`config.mk`:
```
export PLATFORM = sky130hd
export DESIGN_NAME = oam_dma
export DESIGN_NICKNAME = d
export VERILOG_FILES = /design/src/rtl/gb_pkg.sv /design/src/rtl/oam_dma.sv
export SDC_FILE = /design/constraint.sdc
export NUM_CORES = 1
export LEC_CHECK = 0
export ABC_AREA = 1
export CORE_AREA = 5 5 67 63
export CTS_CLUSTER_SIZE = 28
export DETAILED_ROUTE_END_ITERATION = 16
export DIE_AREA = 0 0 72 68
export HOLD_SLACK_MARGIN = 0.08
export PLACE_DENSITY = 0.83
export SETUP_SLACK_MARGIN = 0.4
export SYNTH_ARGS = -nofsm -noshare
export SYNTH_HDL_FRONTEND = slang
export SYNTH_SLANG_ARGS = --single-unit
```
`constraint.sdc`:
```
create_clock -name clk -period 4.3 [get_ports clk]
set_clock_uncertainty 0.1 [all_clocks]
set_input_delay 0.86 -clock clk [delete_from_list [all_inputs] [get_ports clk]]
set_output_delay 0.86 -clock clk [all_outputs]
set_load 0.1 [all_outputs]
```
`src/rtl/gb_pkg.sv`:
```
// Shared definitions for the Game Boy CPU-bus side blocks.
// Holds the OAM DMA register address, transfer length and controller state type.
package gb_pkg;

    localparam logic [15:0] DMA_REG_ADDR = 16'hFF46;
    localparam int unsigned OAM_BYTES    = 160;

    typedef enum logic [1:0] {
        IDLE,
        START,
        XFER
    } dma_state_t;

    // E0-FF is the WRAM echo region; a DMA from there really reads C0-DF.
    function automatic logic [7:0] effective_page(input logic [7:0] src);
        return (src >= 8'hE0) ? (src & 8'hDF) : src;
    endfunction

endpackage

```
`src/rtl/oam_dma.sv`:
```
// OAM DMA controller: a write to the source register copies OAM_BYTES bytes
// from {page, 00} into OAM, one byte per M-cycle tick.
module oam_dma #(
    parameter logic [15:0] REG_ADDR  = gb_pkg::DMA_REG_ADDR,
    parameter int unsigned OAM_BYTES = gb_pkg::OAM_BYTES
) (
    input  logic        clk,
    input  logic        reset,
    input  logic        tick,
    input  logic [15:0] cpu_addr,
    input  logic [7:0]  cpu_wdata,
    input  logic        cpu_write,
    output logic [7:0]  reg_rdata,
    output logic        dma_active,
    output logic [15:0] bus_addr,
    input  logic [7:0]  bus_rdata,
    output logic [7:0]  oam_addr,
    output logic [7:0]  oam_wdata,
    output logic        oam_write
);

    import gb_pkg::*;

    localparam logic [7:0] LAST_IDX = 8'(OAM_BYTES - 1);

    dma_state_t state_q, state_d;
    logic [7:0] src_q, src_d;
    logic [7:0] idx_q, idx_d;
    logic       write_prev_q, write_prev_d;
    logic       active_q, active_d;
    logic       reg_write;
    logic [7:0] page;

    // A level write strobe held for several clocks is one register write.
    assign reg_write = cpu_write & ~write_prev_q & (cpu_addr == REG_ADDR);
    assign page      = effective_page(src_q);

    always_ff @(posedge clk or negedge reset) begin
        if (!reset) begin
            state_q      <= IDLE;
            src_q        <= 8'h00;
            idx_q        <= 8'h00;
            write_prev_q <= 1'b0;
            active_q     <= 1'b0;
        end else begin
            state_q      <= state_d;
            src_q        <= src_d;
            idx_q        <= idx_d;
            write_prev_q <= write_prev_d;
            active_q     <= active_d;
        end
    end

    always_comb begin
        state_d      = state_q;
        src_d        = src_q;
        idx_d        = idx_q;
        active_d     = active_q;
        write_prev_d = cpu_write;
        oam_write    = 1'b0;

        // A register write beats a coincident tick; a restart from a running
        // transfer keeps the bus so the CPU never sees it released.
        if (reg_write) begin
            src_d    = cpu_wdata;
            idx_d    = 8'h00;
            state_d  = START;
            active_d = (state_q == XFER) || ((state_q == START) && active_q);
        end else begin
            unique case (state_q)
                IDLE: begin
                    active_d = 1'b0;
                end
                START: begin
                    if (tick) begin
                        state_d  = XFER;
                        active_d = 1'b1;
                    end
                end
                XFER: begin
                    if (tick) begin
                        oam_write = 1'b1;
                        if (idx_q == LAST_IDX) begin
                            state_d  = IDLE;
                            idx_d    = 8'h00;
                            active_d = 1'b0;
                        end else begin
                            idx_d = idx_q + 8'h01;
                        end
                    end
                end
                default: begin
                    state_d  = IDLE;
                    idx_d    = 8'h00;
                    active_d = 1'b0;
                end
            endcase
        end
    end

    assign reg_rdata  = src_q;
    assign dma_active = active_q;
    assign bus_addr   = {page, idx_q};
    assign oam_addr   = idx_q;
    assign oam_wdata  = bus_rdata;

endmodule

```
=== Word level (Yosys, flattened, before mapping) ===
Cells that the tools add are included.

* Register bits after elaboration: 20
* Output and inout bits: 42
* Logic and storage cells: 44

* $add $sub $neg: 1
* Order comparisons: 1
* Equal/unequal tests: 9
* Muxes and demuxes: 18
* Bitwise operators: 3
* Reduce and logical (&&, ||, !) cells: 7

{| class="wikitable"
|+ Operators by type and width
! operator !! count
|-
| two-way mux 8 bit || 3
|-
| == test 16 bit (second input constant) || 1
|-
| case mux 8 bit (2 select lines) || 1
|-
| adder 8 x 1 -> 8 bit (second input constant) || 1
|-
| == test 8 bit (second input constant) || 1
|-
| >= comparator 8 bit (second input constant) || 1
|-
| two-way mux 2 bit || 4
|-
| two-way mux 1 bit || 7
|-
| two-way mux 6 bit || 1
|-
| inequality test 3 bit (second input constant) || 2
|-
| case mux 2 bit (3 select lines) || 1
|-
| AND reduction 4 bit || 1
|-
| inequality test 3 x 2 -> 1 bit (second input constant) || 1
|-
| AND reduction 3 bit || 1
|-
| AND 1 bit || 2
|-
| == test 2 x 1 -> 1 bit (second input constant) || 1
|-
| == test 2 bit (second input constant) || 1
|-
| logical NOT 2 bit || 1
|-
| inequality test 2 x 1 -> 1 bit (second input constant) || 1
|-
| inequality test 2 bit (second input constant) || 1
|-
| case mux 1 bit (2 select lines) || 1
|-
| AND reduction 2 bit || 1
|-
| OR reduction 2 bit || 1
|-
| logical AND 1 bit || 1
|-
| other kinds (2) || 2
|}

=== Longest topological paths before layout ===
Gate-level depths: netlist of run 1.

* Depth in word-level cells: 5
* Depth in mapped cells: 10
* Gate-level depth less buffers: 10

=== Worst setup path before layout of run 1 ===
OpenSTA, ideal clock, no wires.

* Path kind: register -> output
* Start: register src_q[5], in the netlist reg_rdata[5]
* End: output bus_addr[13]
* Data arrival time: 3.197 ns
* Path slack: 0.143 ns
* Stages on the path, launching flop included: 2
* Path buffers: 0
* Cells stage by stage: dfrtp_1 a21boi_0

* Cells in the longest elaborated chain, start to end: 2

{| class="wikitable"
|+ Ends and longest elaborated chain
! element !! RTL line !! RTL
|-
| start: declaration || oam_dma.sv:27 || <nowiki>logic [7:0] src_q, src_d;</nowiki>
|-
| start signal: assignment || oam_dma.sv:47 || <nowiki>src_q <= src_d;</nowiki>
|-
| >= comparator 8 bit || gb_pkg.sv:16 || <nowiki>return (src >= 8'hE0) ? (src & 8'hDF) : src;</nowiki>
|-
| two-way mux 6 bit * || gb_pkg.sv:16 ||
|-
| end: declaration || oam_dma.sv:15 || <nowiki>output logic [15:0] bus_addr,</nowiki>
|}

Mark *: on every way between the ends. The rest lies on a longest branch, timed or not.

=== Worst setup path in the final report of run 1 ===
* Start: input cpu_addr[12]
* End: output oam_write

* Cells in the longest elaborated chain, start to end: 3

{| class="wikitable"
|+ Ends and longest elaborated chain
! element !! RTL line !! RTL
|-
| start: declaration || oam_dma.sv:10 || <nowiki>input logic [15:0] cpu_addr,</nowiki>
|-
| == test 16 bit || oam_dma.sv:35 || <nowiki>assign reg_write = cpu_write & ~write_prev_q & (cpu_addr == REG_ADDR);</nowiki>
|-
| AND 1 bit || oam_dma.sv:35 ||
|-
| two-way mux 1 bit || oam_dma.sv:64 || <nowiki>if (reg_write) begin</nowiki>
|-
| end: declaration || oam_dma.sv:19 || <nowiki>output logic oam_write</nowiki>
|}

No other way between the ends.

==> results of run 1 <==
[cells in the mapped netlist, types with 2 or more instances]
cell	instances	area share, %
nand2_1	70	19
buf_4	23	13
inv_1	23	6.4
dfrtp_1	20	37
nor2_1	15	4.2
nand3_1	8	3.0
nand4_1	7	3.2
nand2_2	3	1.4
o21ai_2	3	2.0
nor2_2	2	0.93
o21ai_1	2	0.74
xor2_1	2	1.3
[flip-flops by register name (all words and copies together), names as in the netlist]
name          flops
oam_addr          8
reg_rdata         8
state_q           2
dma_active        1
write_prev_q      1
[cells by family after synthesis]
group / after synthesis
flip-flops: 20
AND/OR/NAND/NOR: 109
XOR/XNOR: 2
AO/OA/AOI/OAI: 9
adder cells (fa/ha/maj): 1
buffers and inverters: 49
[worst min path at each step]
stage                              end  slack, ns
after global placement    reg_rdata[5]       0.39
after CTS                 reg_rdata[2]       0.42
after global routing      reg_rdata[5]       0.45
after detailed placement  reg_rdata[2]       0.40
after floorplan             state_q[1]       0.41
final                     reg_rdata[2]       0.41
[layout make-up]
type	count	area, µm²
Clock buffer	4	55.1
Fill cell	349	1640
Inverter	24	90.1
Multi-Input combinational cell	121	569
Sequential cell	20	500
Tap cell	46	57.6
Timing Repair Buffer	61	608
[layer usage]
| metal | track usage [%] | vias up |
|---|---|---|
| met2 | 23.7 | 40 |
| met1 | 14.4 | 568 |
| met5 | 0 | - |
| met3 | 4.99 | 8 |
| li1 | - | 643 |
| met4 | 3.99 | 0 |
[worst min-delay path: cells and delay by family, from the launching register on]
family	cells	cell delay, ns
flip-flops	1	0.37
AND/OR/NAND/NOR	2	0.11
[power breakdown]
part / internal (mW) / total, mW / switching (mW)
Sequential: 0.189 / 0.189 / 0.000279
Clock: 0.0814 / 0.141 / 0.0592
Combinational: 0.0239 / 0.0377 / 0.0139
==> metrics, run 1 <==
outcome complete, no violations; ys async rst share 100%; crit start category input pin; Residual DRC 0; crit path max fanout 18; post-synthesis adder-cell area fraction 0.929%; # hold bufs at CTS 0; Iter 0 DRT Violations 51; Post-CTS Setup Bufs 0; hold path startpoint reg_rdata[2]; CTS Root Cell clkbuf_8; WS Path Type input pin to primary output; Bufs and invs on worst path 4; Post-DP Area roughly 0.0018 mm²; Post-Syn Area about 0.0013 mm²; first-pass GRT wire length 5020 µm; Slew Viols, Final 0; Synth Area in Compound Gates 4.83%; Layout area overhead 39.6%; HP Class flip-flop to flip-flop; final core utilization 53.4%; first-pass iteration count of the detailed router 4; worst-path cell chain clkdlybuf4s50_1 -> nand2_1 -> inv_1 -> nand2_1 -> nor2_2 -> nand3_4 -> nand3_1 -> inv_1 -> buf_4; setup TNS 0 ns; die area 0.00490 mm²; critical path depth in cells 9; Hold Path Stages 2; dpl cells 272; clk slew on worst S/H paths 0.07 ns; library cells used by synthesis 24; Final #Nets roughly 270; Avg Cell Area, Syn 7.09 µm²; MaxCap Viol Count 0; die width 72 µm; H-tree Lvls 1; vias per inst 4.56; GRT Residual Overflow 0; post-CTS sizing 0; LEAKAGE 0.903 nW; vias roughly 1.3k; Setup WS pre-CTS 1.10 ns; most common cell after layout, fill and taps aside nand2_1; Pwr Density 195 mW/mm²; Total Power 367 µW; worst hold slack 0.411 ns; Post-synth EDFFs 0; met2 WL 1540 µm; worst r2r path cells 8; post-synthesis mux area share 0%; Max stage delay on crit path 0.46 ns; PnR worst setup slack 1.11 ns; Worst R2R Setup Slack 2.53 ns; Crit-path slowest cell clkdlybuf4s50_1; largest net degree at the start of global routing 21; post-route cell area 0.00188 mm²; CP endpoint oam_write; vias in the first global route between 1k and 1.5k; Fmax achieved ~310 MHz; ys flop type dfrtp_1; WL met1 1310 µm; CTS Buffer Depth 2; Peak VDD IR 0.149 mV; Worst Setup End Kind primary output; Post-Route WL 3120 µm; wire per inst 11.3 µm; unrepaired setup endpoints after global routing no; row count 21; instance count of the mapped netlist 190; gpl congestion 0.872; Detail Route Antenna Nets 0; post-synthesis simple-gate area fraction 35.2%; Ports 78; Worst-Margin Slew 0.984 ns; fin crit period 3.19 ns; largest family of logic cells by synthesized area simple AND/OR/NAND/NOR gates; cts bufs inserted 3; CP Launch Point cpu_addr[12]; delay-heaviest family, CP buffers and inverters; layout cells sized above 1 6.52%; ANT cells 0; total track usage between 10% and 20%; Worst Path Arrival 2.23 ns; Starting Density 38.3%; Worst Path Required approximately 3.3 ns; post-DP HPWL 2490 µm; core box area 0.00352 mm²; FF-to-FF Start state_q[0]; Slew headroom 34.2%; initial antenna violation count 0; most frequent cells in the layout 70 x nand2_1, 60 x clkdlybuf4s50_1, 23 x inv_1; YS warnings 0; CTS Sinks 20; IO buf count between 60 and 70; worst r2r dst oam_addr[5]; Final Cycle Share around three quarters; Finish-stage setup viols 0; register bit total from synthesis 20; Mapped Nets 227; die height just under 70 µm; met3 WL roughly 230 µm; clock latency on the worst-skew pair 0.26 ns; Final Non-Filler Cells 276; final hold violation count 0; xor and xnor area share after synthesis 1.30%; CTS tree done; top sig layer met4; register area share after synthesis between 30% and 40%
Note: power is estimated with default switching activity, not from simulation.
==> inputs of run 2 (changes only) <==
--- a/config.mk
+++ b/config.mk
@@ -6,12 +6,12 @@
 export NUM_CORES = 1
 export LEC_CHECK = 0
 export ABC_AREA = 1
-export CORE_AREA = 5 5 67 63
+export CORE_AREA = 5 5 69 65
 export CTS_CLUSTER_SIZE = 28
 export DETAILED_ROUTE_END_ITERATION = 16
-export DIE_AREA = 0 0 72 68
+export DIE_AREA = 0 0 74 70
 export HOLD_SLACK_MARGIN = 0.08
-export PLACE_DENSITY = 0.83
+export PLACE_DENSITY = 0.78
 export SETUP_SLACK_MARGIN = 0.4
 export SYNTH_ARGS = -nofsm -noshare
 export SYNTH_HDL_FRONTEND = slang
==> constraint.sdc (replaced) <==
create_clock -name clk -period 3 [get_ports clk]
set_clock_uncertainty 0.1 [all_clocks]
set_input_delay 0.6 -clock clk [delete_from_list [all_inputs] [get_ports clk]]
set_output_delay 0.6 -clock clk [all_outputs]
set_load 0.1 [all_outputs]
==> run 2 against run 1 <==
Net effect: final cell count grew 0.72%; power grew 45%; largest power group unchanged; critical path depth unchanged; highest routed layer unchanged.
==> metrics, run 2 (synthesis gave the netlist of run 1 again) <==
outcome complete, no violations; vias in the first global route 1265; fin crit period 2.49 ns; CTS tree done; H-tree Lvls 1; Slew Viols, Final 0; die area 0.00518 mm²; unrepaired setup endpoints after global routing no; Detail Route Antenna Nets 0; crit path max fanout 2; delay-heaviest family, CP buffers and inverters; first-pass iteration count of the detailed router 4; Worst Path Required about 2.3 ns; Layout area overhead 36.3%; total track usage between 10% and 20%; crit start category input pin; CTS Sinks 20; die width 74 µm; CTS Root Cell clkbuf_8; Slew headroom 79.3%; Final #Nets 270; largest net degree at the start of global routing 21; clock latency on the worst-skew pair 0.26 ns; post-DP HPWL 2450 µm; Fmax achieved 402 MHz; Final Non-Filler Cells 278; Residual DRC 0; # hold bufs at CTS 0; first-pass GRT wire length 5400 µm; initial antenna violation count 0; Bufs and invs on worst path 4; GRT Residual Overflow 0; wire per inst ~11 µm; final core utilization 50.3%; core box area 0.00365 mm²; Iter 0 DRT Violations 57; cts bufs inserted 3; Ports 78; vias per inst 4.46; Crit-path slowest cell clkdlybuf4s50_1; HP Class flip-flop to flip-flop; die height roughly 70 µm; IO buf count 61; Worst Setup End Kind primary output; Starting Density 36.9%; Peak VDD IR 0.216 mV; layout cells sized above 1 22.0%; Post-Route WL 3090 µm; clk slew on worst S/H paths 0.07 ns; vias 1241; Worst Path Arrival 1.79 ns; setup TNS 0 ns; Worst R2R Setup Slack 1.29 ns; post-CTS sizing 0; WS Path Type input pin to primary output; worst-path cell chain clkdlybuf4s50_1 -> inv_1 -> nor2_1 -> nand2_1 -> nor2_2 -> nand3_4 -> nand3_1 -> inv_1 -> buf_12; crit-path most repeated cell inv_1; dpl cells 274; Pwr Density 289 mW/mm²; row count 21; Max stage delay on crit path 0.48 ns; most common cell after layout, fill and taps aside nand2_1; final hold violation count 0; Finish-stage setup viols 0; CTS Buffer Depth 2; most frequent cells in the layout 70 x nand2_1, 35 x buf_4, 27 x clkdlybuf4s50_1; LEAKAGE 0.979 nW; Post-CTS Setup Bufs 0; MaxCap Viol Count 0; gpl congestion 0.855; Final Cycle Share between 80% and 90%; Total Power roughly 530 µW; ANT cells 0; Worst-Margin Slew roughly 0.31 ns; worst hold slack 0.415 ns
run 2: report_power, final:
| group | leakage, nW | total, mW | switching, mW | internal [mW] |
|---|---|---|---|---|
| clock network | 0.0288 | 0.206 | 0.0895 | 0.117 |
| registers | 0.272 | 0.271 | 0.000443 | 0.270 |
| logic | 0.678 | 0.0548 | 0.0199 | 0.0350 |
run 2: final cells by class:
type / instances / area (µm²)
Clock buffer: 4 / 55.1
Tap cell: 46 / 57.6
Inverter: 24 / 90.1
Fill cell: 361 / 1820
Timing Repair Buffer: 63 / 553
Sequential cell: 20 / 500
Multi-Input combinational cell: 121 / 581
run 2: worst paths after layout:
path | cells past startpoint | endpoint | start
min in group asynchronous | 2 | oam_addr[2] | reset
max in group asynchronous | 2 | reg_rdata[3] | reset
setup reg to reg | 8 | dma_active | oam_addr[0]
hold reg to reg | 2 | reg_rdata[4] | reg_rdata[4]
setup / recovery | 9 | oam_write | cpu_addr[2]
hold / removal | 2 | reg_rdata[4] | reg_rdata[4]
run 2: tightest hold or removal path: stages (launching register included):
cell and delay [ns]:
dfrtp_1 0.37, nand2_1 0.06, nand2_1 0.05
run 2: per-stage QoR:
stage / cell area (µm²) / worst slack, ns
4_1_cts: 1840 / 0.493
3_5_place_dp: 1780 / 0.496
6_report: 1840 / 0.510
5_1_grt: 1840 / 0.415
3_3_place_gp: 1780 / 0.539
2_1_floorplan: 1360 / 0.430
run 2: metal layers:
metal | GRT usage, % | vias up | part of all wire (%)
li1 | - | 652 | -
met1 | 14.7 | 556 | 40
met2 | 23.6 | 31 | 53
met3 | 3.73 | 2 | 6.8
met4 | 1.41 | 0 | 0.19
met5 | 0 | - | 0
==> inputs of run 3 (changes only) <==
==> constraint.sdc (replaced) <==
create_clock -name clk -period 2.3 [get_ports clk]
set_clock_uncertainty 0.1 [all_clocks]
set_input_delay 0.46 -clock clk [delete_from_list [all_inputs] [get_ports clk]]
set_output_delay 0.46 -clock clk [all_outputs]
set_load 0.1 [all_outputs]
==> run 3 against run 2 <==
Net effect: global-route usage rose by 1.4 points; via count rose by 9.0%; core utilization rose by 5.9 points; largest cell class is now buffers; flip-flop and latch count did not move; routed wire length rose by 16%; critical path type unchanged; non-clock buffer count rose by 20; clock power rose by 30%; sequential share of layout area fell by 2.2 points; register-to-register slack got worse by 0.68 ns; count of clock-buffer cells in the layout did not move.
==> metrics, run 3 (synthesis gave the netlist of run 1 again) <==
Crit-path slowest cell nor2_2; CTS Root Cell clkbuf_8; die area 0.00518 mm²; CTS Buffer Depth 2; Fillers 336; CTS tree done; Final Non-Filler Cells 298; Ports 78; Final #Nets 290; first-pass iteration count of the detailed router 4; Pwr Density between 300 and 400 mW/mm²; Worst Path Required 1.74 ns; delay-heaviest family, CP simple AND/OR/NAND/NOR gates; unrepaired setup endpoints after global routing yes; Post-Route WL 3580 µm; Starting Density 36.9%; area of the multi-input gates 648 µm²; Slew headroom 79.7%; MaxCap Viol Count 0; H-tree Lvls 1; most frequent cells in the layout 61 x nand2_1, 53 x buf_4, 18 x inv_1; first-pass GRT wire length 5840 µm; vias 1353; wire per inst 12.0 µm; Fmax achieved 531 MHz; Detail Route Antenna Nets 0; # hold bufs at CTS 0; clock latency on the worst-skew pair ~0.26 ns; CTS Sinks 20; Final Cycle Share 81.9%; die height approximately 70 µm; Finish-stage setup viols 0; LEAKAGE 1.07 nW; Worst-Margin Slew 0.303 ns; WS Path Type input pin to primary output; Peak VDD IR between 0.2 and 0.3 mV; GRT Residual Overflow 0; Worst Path Arrival 1.32 ns; Residual DRC 0; Max stage delay on crit path 0.18 ns; Iter 0 DRT Violations 57; initial antenna violation count 0; final hold violation count 0; cts bufs inserted 3; die width 74 µm; crit path max fanout 2; total track usage between 10% and 20%; crit start category input pin; ANT cells 0; largest net degree at the start of global routing 21; most common cell after layout, fill and taps aside nand2_1; gpl congestion 0.912; core box area roughly 0.0037 mm²; setup TNS 0 ns; fin crit period 1.88 ns; outcome complete, no violations; Register Area ~510 µm²; Bufs and invs on worst path 4; Layout area overhead 52.2%; clk slew on worst S/H paths 0.08 ns; row count 21; vias in the first global route 1346; Worst Setup End Kind primary output; vias per inst between 4 and 5; layout cells sized above 1 46.0%; worst-path cell chain buf_6 -> inv_2 -> nand4_1 -> nor2_2 -> nand3_4 -> nand3_4 -> clkinvlp_4 -> buf_12; Slew Viols, Final 0; crit-path most repeated cell nand3_4; HP Class input pin to flip-flop; dpl cells 277; post-DP HPWL approximately 2500 µm; IO buf count 61
## run 3: cell types whose count changed in the layout (fill, tap and decap cells not counted), sizes merged
cell,before,now
clkinv,1,0
buf,36,65
clkdlybuf4s50,27,9
clkbuf,4,8
clkdlybuf4s15,0,1
inv,23,22
clkinvlp,0,2
dlygate4sd2,0,4
## run 3: per-layer routing
metal  up-vias  share of wire (%)  global-route usage [%]
met2        44                 53                    24.8
li1        688                  -                       -
met5         -                  0                       0
met1       617                 39                    16.9
met4         0               0.75                    3.02
met3         4                6.7                    3.87
## run 3: final timing paths
kind	startpoint	endpoint	slack [ns]	depth (start not counted)
max	cpu_addr[7]	oam_write	0.42	8
min	cpu_write	write_prev_q	0.37	1
max reg2reg	write_prev_q	oam_addr[5]	0.61	11
min reg2reg	reg_rdata[4]	reg_rdata[4]	0.41	2
max in group asynchronous	reset	oam_addr[7]	1.44	2
min in group asynchronous	reset	reg_rdata[3]	0.43	2
## run 3: cell type report
class	instances	area share, %
inverters	24	5.13
repair buffers	83	32.7
clock buffers	4	2.68
multi-input cells	121	31.6
well taps	46	2.81
flip-flops and latches	20	25.1
## run 3: through the flow
step,cell area (µm²),utilization [%],setup WS (ns),total power [mW],hold slack (ns)
after detailed placement,1860,51.0,-0.0845,0.436,0.397
after global placement,1860,51.0,-0.0546,0.435,0.393
final,2050,56.1,0.416,0.708,0.367
after floorplan,1410,-,0.237,0.441,0.0644
after CTS,2010,55.1,0.402,0.716,0.361
after global routing,2050,56.1,0.343,0.737,0.357
## run 3: power breakdown
part           internal, mW  switching [mW]
sequential            0.352        0.000654
clock                 0.152           0.114
combinational        0.0496          0.0385
total                 0.554           0.154
## run 3: timing repair
action / in CTS / in global routing
hold endpoints to repair: 0 / 0
setup buffers: 15 / 2
pin swaps: 14 / 11
resized for setup: 53 / 19
endpoints found under the setup margin: 10 / 14
cloned: 0 / 0
## run 3: worst register-to-register path, delay by kind of cell (launching register included)
kind,cells,cell delay (ns)
flip-flops,1,0.37
buffers and inverters,4,0.52
AND/OR/NAND/NOR,7,0.64
